[config.mk]
export PLATFORM = sky130hd
export DESIGN_NAME = uart_rx_ctrl_flat
export DESIGN_NICKNAME = d
export VERILOG_FILES = /design/src/rtl/uart_rx_ctrl_if.sv /design/src/rtl/uart_rx_ctrl.sv /design/src/flat_wrapper.sv
export SDC_FILE = /design/constraint.sdc
export NUM_CORES = 1
export LEC_CHECK = 0
export ABC_AREA = 1
export CORE_UTILIZATION = 60
export CTS_CLUSTER_SIZE = 20
export DETAILED_ROUTE_END_ITERATION = 8
export DONT_BUFFER_PORTS = 1
export GPL_ROUTABILITY_DRIVEN = 1
export GPL_TIMING_DRIVEN = 1
export PLACE_DENSITY_LB_ADDON = 0.15
export REMOVE_ABC_BUFFERS = 1
export SLEW_MARGIN = 40
export SYNTH_ARGS = -nofsm -noshare
export SYNTH_HDL_FRONTEND = slang
export SYNTH_SLANG_ARGS = --single-unit
[constraint.sdc]
create_clock -name clk -period 2.7 [get_ports clk]
set_clock_uncertainty 0.15 [all_clocks]
set_input_delay 0.405 -clock clk [delete_from_list [all_inputs] [get_ports clk]]
set_output_delay 0.405 -clock clk [all_outputs]
set_load 0.01 [all_outputs]
[src/rtl/uart_rx_ctrl_if.sv]
// uart_rx_ctrl_if -- bundle of the signals between the UART receive
// controller and its surroundings (tick consumer, receiver, processor).
//
//   enable      tick generator run enable
//   baudDiv     tick period minus one, in clk cycles
//   rxDoneTick  one-cycle pulse from the receiver: rxData is complete
//   rxData      received character
//   rdReq       processor read request
//   clrStat     clear the sticky overrun/underflow flags
//   sTick       16x oversampling tick to the receiver
//   rdData      character returned to the processor
//   rdValid     one-cycle strobe: rdData is valid
//   status      {overrun, underflow, empty, count[4:0]}
//
// master: the side driving the controller's inputs; slave: the controller.
interface uart_rx_ctrl_if #(
    parameter int dataBits = 8,
    parameter int divLen   = 8
);
    logic                enable;
    logic [divLen-1:0]   baudDiv;
    logic                rxDoneTick;
    logic [dataBits-1:0] rxData;
    logic                rdReq;
    logic                clrStat;
    logic                sTick;
    logic [dataBits-1:0] rdData;
    logic                rdValid;
    logic [7:0]          status;

    modport master (
        output enable, baudDiv, rxDoneTick, rxData, rdReq, clrStat,
        input  sTick, rdData, rdValid, status
    );

    modport slave (
        input  enable, baudDiv, rxDoneTick, rxData, rdReq, clrStat,
        output sTick, rdData, rdValid, status
    );
endinterface

[src/rtl/uart_rx_ctrl.sv]
// uart_rx_ctrl -- UART receive-side controller.
//   * Oversampling tick generator: sTick every (baudDiv+1) enabled cycles.
//   * Circular receive buffer fed by rxDoneTick/rxData, sticky overrun.
//   * Read FSM (IDLE -> POP -> ACK): one character per rdReq, rdValid in
//     ACK, sticky underflow when reading an empty buffer.
//
// Ports:
//   clk    single clock, rising edge
//   reset  asynchronous, active-high
//   bus    uart_rx_ctrl_if.slave (see interface file for signal list)
module uart_rx_ctrl #(
    parameter int dataBits      = 8,
    parameter int fifoDepth     = 16,
    parameter int fifoCntrWidth = 5,
    parameter int divLen        = 8
) (
    input  logic           clk,
    input  logic           reset,
    uart_rx_ctrl_if.slave  bus
);

    localparam int PtrW = (fifoDepth > 1) ? $clog2(fifoDepth) : 1;

    typedef enum logic [1:0] {
        IDLE = 2'd0,
        POP  = 2'd1,
        ACK  = 2'd2
    } rd_state_e;

    rd_state_e               state_q, state_d;
    logic [divLen-1:0]       tick_cnt_q, tick_cnt_d;
    logic [PtrW-1:0]         wr_ptr_q, wr_ptr_d;
    logic [PtrW-1:0]         rd_ptr_q, rd_ptr_d;
    logic [fifoCntrWidth-1:0] count_q, count_d;
    logic [dataBits-1:0]     rd_data_q, rd_data_d;
    logic                    overrun_q, overrun_d;
    logic                    underflow_q, underflow_d;
    logic [dataBits-1:0]     mem [fifoDepth];

    logic s_tick, rd_valid, full, empty, push, pop, underflow_set;

    function automatic logic [PtrW-1:0] ptr_inc(input logic [PtrW-1:0] p);
        return (p == PtrW'(fifoDepth - 1)) ? '0 : p + 1'b1;
    endfunction

    // ---------------- tick generator ----------------
    always_comb begin
        // NOTE: every combinational output gets a default first, so no path
        // leaves it unassigned and no latch is inferred.
        tick_cnt_d = '0;
        s_tick     = 1'b0;
        if (bus.enable) begin
            // >= rather than == so a baudDiv lowered below the running
            // count wraps immediately instead of counting all the way round.
            if (tick_cnt_q >= bus.baudDiv) begin
                s_tick = 1'b1;
            end else begin
                tick_cnt_d = tick_cnt_q + 1'b1;
            end
        end
    end

    // ---------------- buffer bookkeeping ----------------
    assign full  = (count_q == fifoCntrWidth'(fifoDepth));
    assign empty = (count_q == '0);
    assign push  = bus.rxDoneTick && !full;

    // ---------------- read FSM ----------------
    always_comb begin
        state_d       = state_q;
        rd_data_d     = rd_data_q;
        pop           = 1'b0;
        underflow_set = 1'b0;
        rd_valid      = 1'b0;
        case (state_q)
            IDLE: if (bus.rdReq) state_d = POP;
            POP: begin
                // Decision uses the pre-edge count, so a push landing in
                // the same cycle as a pop of an empty buffer still underflows.
                state_d = ACK;
                if (!empty) begin
                    rd_data_d = mem[rd_ptr_q];
                    pop       = 1'b1;
                end else begin
                    rd_data_d     = '0;
                    underflow_set = 1'b1;
                end
            end
            ACK: begin
                rd_valid = 1'b1;
                state_d  = IDLE;
            end
            default: state_d = IDLE;
        endcase
    end

    always_comb begin
        wr_ptr_d = push ? ptr_inc(wr_ptr_q) : wr_ptr_q;
        rd_ptr_d = pop  ? ptr_inc(rd_ptr_q) : rd_ptr_q;
        case ({push, pop})
            2'b10:   count_d = count_q + 1'b1;
            2'b01:   count_d = count_q - 1'b1;
            default: count_d = count_q;
        endcase
        // Set has priority over clear so an event coinciding with clrStat
        // is never lost.
        overrun_d   = (overrun_q && !bus.clrStat) || (bus.rxDoneTick && full);
        underflow_d = (underflow_q && !bus.clrStat) || underflow_set;
    end

    // NOTE: sequential state uses non-blocking assignments only, so every
    // flop samples the pre-edge values computed above.
    always_ff @(posedge clk or posedge reset) begin
        if (reset) begin
            state_q     <= IDLE;
            tick_cnt_q  <= '0;
            wr_ptr_q    <= '0;
            rd_ptr_q    <= '0;
            count_q     <= '0;
            rd_data_q   <= '0;
            overrun_q   <= 1'b0;
            underflow_q <= 1'b0;
        end else begin
            state_q     <= state_d;
            tick_cnt_q  <= tick_cnt_d;
            wr_ptr_q    <= wr_ptr_d;
            rd_ptr_q    <= rd_ptr_d;
            count_q     <= count_d;
            rd_data_q   <= rd_data_d;
            overrun_q   <= overrun_d;
            underflow_q <= underflow_d;
        end
    end

    // NOTE: the storage array has no reset; after reset its contents are
    // unreachable because the pointers and count restart at zero.
    always_ff @(posedge clk) begin
        if (push) mem[wr_ptr_q] <= bus.rxData;
    end

    assign bus.sTick   = s_tick;
    assign bus.rdData  = rd_data_q;
    assign bus.rdValid = rd_valid;
    assign bus.status  = {overrun_q, underflow_q, empty, 5'(count_q)};

endmodule

[src/flat_wrapper.sv]
// flat-port wrapper written by rule: the top's interface ports become plain ports
module uart_rx_ctrl_flat 
#(
    parameter int dataBits      = 8,
    parameter int fifoDepth     = 16,
    parameter int fifoCntrWidth = 5,
    parameter int divLen        = 8
)
  (clk, reset, bus_enable, bus_baudDiv, bus_rxDoneTick, bus_rxData, bus_rdReq, bus_clrStat, bus_sTick, bus_rdData, bus_rdValid, bus_status);
  uart_rx_ctrl_if #(.dataBits(dataBits), .divLen(divLen)) bus_i ();
  input  logic clk;
  input  logic reset;
  input wire logic [$bits(bus_i.enable)-1:0] bus_enable;
  input wire logic [$bits(bus_i.baudDiv)-1:0] bus_baudDiv;
  input wire logic [$bits(bus_i.rxDoneTick)-1:0] bus_rxDoneTick;
  input wire logic [$bits(bus_i.rxData)-1:0] bus_rxData;
  input wire logic [$bits(bus_i.rdReq)-1:0] bus_rdReq;
  input wire logic [$bits(bus_i.clrStat)-1:0] bus_clrStat;
  output wire logic [$bits(bus_i.sTick)-1:0] bus_sTick;
  output wire logic [$bits(bus_i.rdData)-1:0] bus_rdData;
  output wire logic [$bits(bus_i.rdValid)-1:0] bus_rdValid;
  output wire logic [$bits(bus_i.status)-1:0] bus_status;
  assign bus_i.enable = bus_enable;
  assign bus_i.baudDiv = bus_baudDiv;
  assign bus_i.rxDoneTick = bus_rxDoneTick;
  assign bus_i.rxData = bus_rxData;
  assign bus_i.rdReq = bus_rdReq;
  assign bus_i.clrStat = bus_clrStat;
  assign bus_sTick = bus_i.sTick;
  assign bus_rdData = bus_i.rdData;
  assign bus_rdValid = bus_i.rdValid;
  assign bus_status = bus_i.status;
  uart_rx_ctrl #(.dataBits(dataBits), .fifoDepth(fifoDepth), .fifoCntrWidth(fifoCntrWidth), .divLen(divLen)) u_core (.clk(clk), .reset(reset), .bus(bus_i));
endmodule
==> run_results.csv, run 1 <==
group,metric,value,unit
status,status,"finished, final reports clean",
pwr,ir_drop,0.551,mV
logic_synthesis,yosysMostFrequentCell,"nand2_1",
finish,fill_cells,859,
logic_synthesis,yosys-top-cells-count,"261 x nand2_1, 157 x inv_1, 128 x edfxtp_1, 93 x nand3_1, 33 x dfrtp_1",
placement,routabilityCongestion,0.985,
global_routing,grt_overflow,0,
timing,final_max_slew_viol_count,0,
detailed_routing,dr.pass1.iters,6,
global_routing,antenna_found_initial,0,
finish,syn2layout_area_growth,13.8,%
logic_synthesis,synth_edf_count,128,
placement,dp_cells,953,
pwr,powerDensity,973,nW/µm²
timing,hold_viol,0,
placement,post-dp-hpwl,10400,µm
logic_synthesis,postSynthCellCount,792,
logic_synthesis,yosysSeqAreaShare,62.0,%
worst_setup_path,slowest_stage,"dfrtp_2",
global_routing,grt_max_degree,36,
pwr,power,0.00833,W
finish,final_cells,998,
floorplanning,start_util,62.2,%
worst_setup_path,critPathTopFamily,"simple AND/OR/NAND/NOR gates",
detailed_routing,routed_wl,16300,µm
worst_setup_path,cp-start-kind,"flop",
timing,max_freq,375,MHz
detailed_routing,viasPerCell,5.27,
logic_synthesis,avgSynthCellArea,9.51,µm²
logic_synthesis,async_flop_share,20.5,%
job,max-cap-violations,0,
logic_synthesis,synth_flop_cell,"edfxtp_1",
clock_network,clk_pin_slew,0.06,ns
worst_setup_path,path_buf_inv,1,
logic_synthesis,synth_area_leader_cell,"edfxtp_1",
clock_network,cts_buffers,17,
detailed_routing,drt-initial-drc-count,383,
clock_network,post_cts_buffers,0,
detailed_routing,drcViolationCount,0,
timing,worst_pin_slew,0.783,ns
logic_synthesis,synthTopCellsByArea,"edfxtp_1 51%, nand2_1 13%, dfrtp_1 11%, inv_1 7.8%, nand3_1 6.2%",
worst_setup_path,path_common_cell,"nand2_1",
worst_setup_path,required,2.91,ns
finish,antennaDiodeCount,0,
clock_network,cts_root_buf,"clkbuf_16",
detailed_routing,postRouteAntennaNets,0,
hold_path,worstHoldStart,"bus_enable",
logic_synthesis,synth_seq_cells,161,
finish,nets,857,
timing,min_period_over_period,98.7,%
pwr,leakagePower,3.96,nW
worst_setup_path,path_max_fanout,16,
floorplanning,num_rows,40,
logic_synthesis,synth.distinct_cells,28,
worst_setup_path,arrival,2.88,ns
floorplanning,die_area,13000,µm²
floorplanning,core_area,12100,µm²
worst_setup_path,endpoint_kind,"flop",
logic_synthesis,ys_warn_count,0,
clock_network,cts.htree.levels,4,
worst_setup_path,worstSetupPathType,"reg -> reg",
clock_network,cts.sinks,161,
floorplanning,die_h,114,µm
placement,port_buffers,0,
hold_path,hold_path.class,"in -> reg",
detailed_routing,wl_per_cell,16.3,µm
logic_synthesis,syn_area,7530,µm²
floorplanning,die_w,114,µm
timing,period_minus_slack,2.66,ns
timing,max_slew_margin,47.6,%
worst_setup_path,slowest_delay,0.49,ns
logic_synthesis,yosys.area.top_type_share,51.1,%
floorplanning,io_pins,40,
worst_setup_path,r2r-start,"u_core.count_q[1]",
worst_setup_path,worstPathCellList,"nor4_4 > nand2_2 > nand2_4 > buf_4 > ha_1 > nand2_1 > nand2_1 > nand3_1 > nand2_1 > xor2_1 > nand2_1 > nand2_1",
global_routing,grt_usage,27.0,%
detailed_routing,vias,5259,
worst_setup_path,startpoint,"u_core.count_q[1]",
global_routing,grt_pass1_wl,25700,µm
clock_network,cts_tree,"done",
clock_network,clk_latency,0.42,ns
finish,drive_gt1_share,8.07,%
global_routing,first_global_vias,5007,
clock_network,clk_path_buf_depth,2,
timing,finalSetupViolCount,0,
final cells by class:
cell class              count  area [µm²]  share of cell area, %
flip-flops and latches    161        4670                   54.5
multi-input cells         441        2160                   25.2
inverters                 161         604                   7.06
clock buffers              19         433                   5.05
repair buffers             35         295                   3.45
well taps                 168         210                   2.45
clock inverters            13         191                   2.23
state kept, by name (all words and copies together), names as in the netlist:
register and count:
u_core.state_q 2, u_core.tick_cnt_q 8, u_core.wr_ptr_q 4, u_core.bus.rdData 8, u_core.mem 128, u_core.underflow_q 1
u_core.overrun_q 1, u_core.count_q 5, u_core.rd_ptr_q 4
what timing repair did:
item / in CTS / in global routing
setup endpoints to repair: 1 / 1
cloned: 0 / 0
hold buffers: 13 / 0
pin swaps: 0 / 1
resized for setup: 1 / 7
hold endpoints to repair: 165 / 0
final timing paths:
check / endpoint / slack, ns / depth (start not counted)
worst max-delay path: u_core.count_q[4] / 0.04 / 12
worst min-delay path: u_core.tick_cnt_q[1] / 0.16 / 2
worst max register to register: u_core.count_q[4] / 0.04 / 12
worst min register to register: u_core.state_q[0] / 0.29 / 1
max in group asynchronous: u_core.count_q[1] / 1.71 / 3
min in group asynchronous: u_core.tick_cnt_q[2] / 0.37 / 3
worst register-to-register path, delay by kind of cell, from the launching register on:
kind | cells | cell delay, ns
fa+ha+maj | 1 | 0.24
buf+inv | 1 | 0.23
flops | 1 | 0.49
simple gates | 9 | 1.34
xor+xnor | 1 | 0.15
power by group:
part	internal [W]	switching [W]	total, W
Clock	0.00162	0.000892	0.00252
Combinational	0.000787	0.00170	0.00249
Sequential	0.00302	0.000311	0.00333
metrics by stage:
| stage | worst slack [ns] | instance area [µm²] | hold slack, ns | setup TNS (ns) | util, % |
|---|---|---|---|---|---|
| CTS | 0.00611 | 8520 | 0.149 | 0 | 70.4 |
| floorplan | -0.0676 | 7370 | 0.257 | -0.541 | - |
| finish | 0.0351 | 8570 | 0.163 | 0 | 70.7 |
| global route | -0.137 | 8570 | 0.177 | -0.137 | 70.7 |
| detailed placement | -0.0188 | 7770 | 0.262 | -0.0188 | 64.1 |
| global placement | 0.175 | 7740 | 0.252 | 0 | 63.9 |
layer usage:
| metal | vias to the layer above | global-route usage (%) | share of wire, % |
|---|---|---|---|
| li1 | 2544 | - | - |
| met1 | 2478 | 34.7 | 42 |
| met2 | 195 | 44.0 | 50 |
| met3 | 42 | 6.06 | 5.8 |
| met4 | 0 | 12.3 | 3.0 |
| met5 | - | 0 | 0 |
cell families (layout without fill, tap and decap cells):
| group | count (synthesis) | in the layout | synth area share [%] |
|---|---|---|---|
| XOR/XNOR | 14 | 14 | 1.63 |
| adder cells (fa/ha/maj) | 18 | 18 | 2.99 |
| AND/OR/NAND/NOR | 389 | 389 | 21.7 |
| buffers and inverters | 190 | 228 | 10.2 |
| flip-flops | 161 | 161 | 62.0 |
| AO/OA/AOI/OAI | 20 | 20 | 1.51 |
cells in the final DEF (no fill, tap or decap), types with 2 or more instances in the layout:
master         netlist  final
nand2_1            261    259
inv_1              157    157
edfxtp_1           128    128
nand3_1             93     93
dfrtp_1             33     31
buf_4                8     22
clkbuf_16            0     17
ha_1                18     16
nor2_1              13     13
dlygate4sd3_1        0     13
nor3_1              15     10
xor2_1               9      8
o21ai_1              7      7
xnor2_1              5      5
nor3_2               0      5
bufinv_16            0      5
inv_2                4      4
a21oi_1              4      4
clkinv_1             0      4
nand2_2              2      3
o21ai_0              3      3
o21bai_1             2      2
nand4_1              2      2
ha_4                 0      2
clkbuf_1             7      2
clkinv_2             0      2
dfrtp_2              0      2
(Power assumes the default switching activity.)
==> inputs of run 2 (changes only) <==
- PLACE_DENSITY: unset -> 0.88
- PLACE_DENSITY_LB_ADDON: 0.15 -> unset
==> run_results.csv, run 2 (synthesis results as in run 1) <==
group,metric,value,unit
floorplanning,num_rows,40,
finish,largest_register,"u_core.mem",
timing,period_minus_slack,2.58,ns
finish,seq_area,4670,µm²
worst_setup_path,required,2.86,ns
placement,port_buffers,0,
floorplanning,die_h,114,µm
worst_setup_path,path_max_fanout,11,
worst_setup_path,arrival,2.75,ns
timing,worst_pin_slew,0.839,ns
finish,largest_reg_flops,128,
hold_path,hold_path.class,"in -> reg",
global_routing,antenna_found_initial,2,
finish,multiInputGateArea,2160,µm²
pwr,leakagePower,3.95,nW
finish,final_cells,992,
finish,antennaDiodeCount,0,
detailed_routing,viasPerCell,5.71,
detailed_routing,drcViolationCount,0,
clock_network,cts_root_buf,"clkbuf_16",
clock_network,clk_pin_slew,0.06,ns
placement,routabilityCongestion,0.875,
pwr,power,0.00849,W
finish,fill_cells,769,
floorplanning,start_util,62.2,%
worst_setup_path,cp-start-kind,"flop",
pwr,ir_drop,0.740,mV
worst_setup_path,worstSetupPathType,"reg -> reg",
floorplanning,core_area,12100,µm²
clock_network,clk_path_buf_depth,2,
finish,final_common_cell,"nand2_1",
global_routing,grt_pass1_wl,28400,µm
job,max-cap-violations,0,
clock_network,cts.htree.levels,4,
timing,max_freq,387,MHz
finish,nets,851,
timing,setup_tns,0,ns
floorplanning,die_area,13000,µm²
detailed_routing,wl_per_cell,18.5,µm
finish,drive_gt1_share,8.37,%
global_routing,grt_max_degree,68,
detailed_routing,postRouteAntennaNets,0,
worst_setup_path,rrSetupSlack,0.12,ns
global_routing,grt_usage,29.5,%
global_routing,grt_overflow,0,
status,status,"finished, final reports clean",
floorplanning,io_pins,40,
detailed_routing,drt-initial-drc-count,632,
timing,hold_ws,0.0662,ns
timing,min_period_over_period,95.7,%
clock_network,cts_buffers,17,
detailed_routing,vias,5665,
clock_network,cts_tree,"done",
floorplanning,die_w,114,µm
timing,max_slew_margin,43.9,%
clock_network,clk_latency,0.42,ns
detailed_routing,dr.pass1.iters,7,
finish,final_cell_mix,"260 x nand2_1, 156 x inv_1, 128 x edfxtp_1, 93 x nand3_1, 31 x dfrtp_1",
placement,dp_slack,0.105,ns
clock_network,cts.sinks,161,
detailed_routing,routed_wl,18300,µm
timing,finalSetupViolCount,0,
timing,hold_viol,0,
worst_setup_path,endpoint_kind,"flop",
pwr,powerDensity,993,nW/µm²
global_routing,first_global_vias,5381,
finish,syn2layout_area_growth,13.6,%
placement,dp_cells,947,
timing,postLayoutSetupSlackWorst,0.117,ns
timing,final_max_slew_viol_count,0,
placement,post-dp-hpwl,9770,µm
[run 2: cell types whose count changed in the layout (fill, tap and decap cells not counted), sizes merged]
cell	delta
bufinv	-3
clkbuf	+7
buf	-5
inv	+2
clkinvlp	-1
clkinv	-5
dlygate4sd3	-1
[run 2: power breakdown]
| part | internal (W) | total, W | switching (W) |
|---|---|---|---|
| clock network | 0.00161 | 0.00256 | 0.000953 |
| logic | 0.000782 | 0.00260 | 0.00182 |
| registers | 0.00302 | 0.00332 | 0.000305 |
[run 2: area by class of cell]
cell class	count	share of cell area, %
multi-input cells	441	25.3
inverters	161	7.07
well taps	168	2.46
clock inverters	6	1.01
flip-flops and latches	161	54.6
repair buffers	29	3.04
clock buffers	26	6.47
[run 2: path summary, 6_finish.rpt]
kind	from	end	cells after the start
max	u_core.count_q[2]	u_core.count_q[4]	14
min	bus_rxDoneTick	u_core.overrun_q	2
max reg2reg	u_core.count_q[2]	u_core.count_q[4]	14
min reg2reg	u_core.state_q[1]	u_core.state_q[0]	1
max in group asynchronous	reset	u_core.tick_cnt_q[4]	3
min in group asynchronous	reset	u_core.underflow_q	2
[run 2: per-layer routing]
layer  wire [µm]  part of all wire, %  up-vias  GRT usage [%]
li1            -                    -     2528              -
met1        6580                   36     2613           37.3
met2        8900                   49      432           48.2
met3        1990                   11       88           6.80
met4         841                  4.6        4           14.5
met5          27                 0.15        -              0
[run 2: critical path, stage by stage (launching register included)]
cell and delay [ns]:
dfrtp_2 0.49, nor4_4 0.37, nand2_2 0.13, nand2_2 0.09, inv_2 0.12, ha_4 0.22, xor2_2 0.15, ha_1 0.18
inv_1 0.07, nand2_1 0.09, nand3_1 0.10, nand2_1 0.06, xor2_1 0.14, nand2_1 0.06, nand2_1 0.05
[run 2: stage by stage]
step | area (µm²) | util [%]
3_3_place_gp | 7710 | 63.7
6_report | 8550 | 70.6
3_5_place_dp | 7760 | 64.1
2_1_floorplan | 7370 | -
5_1_grt | 8550 | 70.6
4_1_cts | 8520 | 70.3
[run 2: timing repair]
item,in CTS,in global routing
gates resized for setup,0,5
endpoints found under the hold margin,152,0
hold buffers,12,0
setup endpoints to repair,0,2
setup buffers,0,1
==> inputs of run 3 (changes only) <==
- CTS_BUF_LIST: unset -> sky130_fd_sc_hd__clkbuf_16
- CTS_CLUSTER_SIZE: 20 -> 8
==> run_results.csv, run 3 (synthesis results as in run 1) <==
group,metric,value,unit
pwr,ir_drop,0.758,mV
clock_network,clk_latency,0.43,ns
worst_setup_path,cp-start-kind,"flop",
finish,fill_cells,783,
clock_network,cts.sinks,161,
worst_setup_path,arrival,2.70,ns
floorplanning,die_h,114,µm
placement,place_area,7760,µm²
worst_setup_path,endpoint_kind,"flop",
finish,antennaDiodeCount,0,
worst_setup_path,required,2.87,ns
detailed_routing,postRouteAntennaNets,0,
status,status,"finished, final reports clean",
global_routing,grt_max_degree,68,
floorplanning,die_area,13000,µm²
worst_setup_path,path_common_cell,"nand2_1",
placement,port_buffers,0,
detailed_routing,routed_wl,17600,µm
timing,final_max_slew_viol_count,0,
finish,largest_reg_flops,128,
timing,hold_viol,0,
pwr,powerDensity,982,nW/µm²
timing,max_slew_margin,39.6,%
timing,max_freq,395,MHz
timing,postLayoutSetupSlackWorst,0.166,ns
clock_network,cts.htree.levels,4,
detailed_routing,drt-initial-drc-count,805,
clock_network,cts_buffers,17,
worst_setup_path,path_buf_inv,2,
floorplanning,core_area,12100,µm²
finish,syn2layout_area_growth,13.0,%
finish,multiInputGateArea,2160,µm²
worst_setup_path,worstPathCellList,"nor4_4 > nand2_2 > nand2_2 > inv_2 > ha_4 > xor2_2 > ha_1 > inv_1 > nand2_1 > nand3_1 > nand2_1 > xor2_1 > nand2_1 > nand2_1",
global_routing,grt_overflow,0,
floorplanning,io_pins,40,
finish,final_common_cell,"nand2_1",
finish,nets,849,
clock_network,clk_path_buf_depth,2,
finish,seq_area,4670,µm²
floorplanning,start_util,62.2,%
timing,setup_tns,0,ns
worst_setup_path,critPathTopFamily,"simple AND/OR/NAND/NOR gates",
floorplanning,die_w,114,µm
finish,final_cell_mix,"260 x nand2_1, 159 x inv_1, 128 x edfxtp_1, 93 x nand3_1, 30 x dfrtp_1",
timing,finalSetupViolCount,0,
detailed_routing,viasPerCell,5.60,
finish,largest_register,"u_core.mem",
global_routing,antenna_found_initial,0,
finish,final_cell_area,8500,µm²
placement,post-dp-hpwl,9770,µm
job,max-cap-violations,0,
worst_setup_path,worstSetupPathType,"reg -> reg",
detailed_routing,vias,5543,
clock_network,cts_tree,"done",
placement,routabilityCongestion,0.875,
pwr,leakagePower,3.94,nW
timing,period_minus_slack,2.53,ns
placement,dp_slack,0.105,ns
timing,min_period_over_period,93.8,%
global_routing,grt_pass1_wl,27300,µm
timing,worst_pin_slew,0.903,ns
worst_setup_path,path_max_fanout,11,
hold_path,hold_path.class,"in -> reg",
detailed_routing,dr.pass1.iters,6,
clock_network,cts_root_buf,"clkbuf_16",
floorplanning,num_rows,40,
worst_setup_path,slowest_stage,"dfrtp_1",
clock_network,clk_pin_slew,0.07,ns
finish,drive_gt1_share,8.15,%
detailed_routing,drcViolationCount,0,
global_routing,first_global_vias,5312,
worst_setup_path,slowest_delay,0.42,ns
global_routing,grt_usage,28.1,%
detailed_routing,wl_per_cell,17.8,µm
-- run 3: cell count changes in the layout (fill, tap and decap cells not counted), sizes merged --
cell,previous run,this run
inv,163,167
buf,17,16
clkbuf,26,20
clkinv,2,4
dlygate4sd3,12,11
-- run 3: path summary, 6_finish.rpt --
| check | startpoint | endpoint | slack [ns] | cells past startpoint |
|---|---|---|---|---|
| hold reg to reg | u_core.tick_cnt_q[0] | u_core.tick_cnt_q[0] | 0.35 | 1 |
| max in group asynchronous | reset | u_core.tick_cnt_q[6] | 1.50 | 3 |
| setup / recovery | u_core.count_q[0] | u_core.count_q[4] | 0.17 | 14 |
| hold / removal | bus_rxDoneTick | u_core.wr_ptr_q[1] | 0.0002 | 2 |
| setup reg to reg | u_core.count_q[0] | u_core.count_q[4] | 0.17 | 14 |
| min in group asynchronous | reset | u_core.count_q[0] | 0.33 | 2 |
-- run 3: power by group --
group          switching [W]  internal [W]  total (W)
sequential          0.000294       0.00302    0.00331
combinational        0.00180      0.000777    0.00258
clock               0.000948       0.00151    0.00246
total                0.00305       0.00530    0.00835
-- run 3: final cells by class --
| class | count | share of cell area [%] |
|---|---|---|
| clock inverter | 12 | 1.28 |
| clock buffer | 20 | 5.88 |
| multi-input combinational | 441 | 25.5 |
| sequential | 161 | 55.0 |
| timing repair buffer | 27 | 2.85 |
| tap | 168 | 2.47 |
| inverter | 161 | 7.11 |
-- run 3: through the flow --
stage	power (W)	util (%)	hold slack, ns	std cells
floorplan	0.00490	-	0.257	763
global placement	0.00554	63.7	0.265	947
detailed placement	0.00566	64.1	0.271	947
CTS	0.00818	69.9	0.000777	989
global route	0.00870	70.2	0.00852	990
finish	0.00835	70.2	0.000211	990
-- run 3: per-layer routing --
metal  vias up  track usage [%]  wire, µm
li1       2521                -         -
met1      2580             35.5      6560
met2       374             46.3      8710
met3        68             7.39      1770
met4         0             11.4       582
met5         -                0         0
-- run 3: repair_timing --
action | 4_1_cts | 5_1_grt
buffers inserted | 0 | 0
endpoints found under the hold margin | 150 | 1
hold buffers | 10 | 1
resized for setup | 0 | 6
setup endpoints to repair | 0 | 2
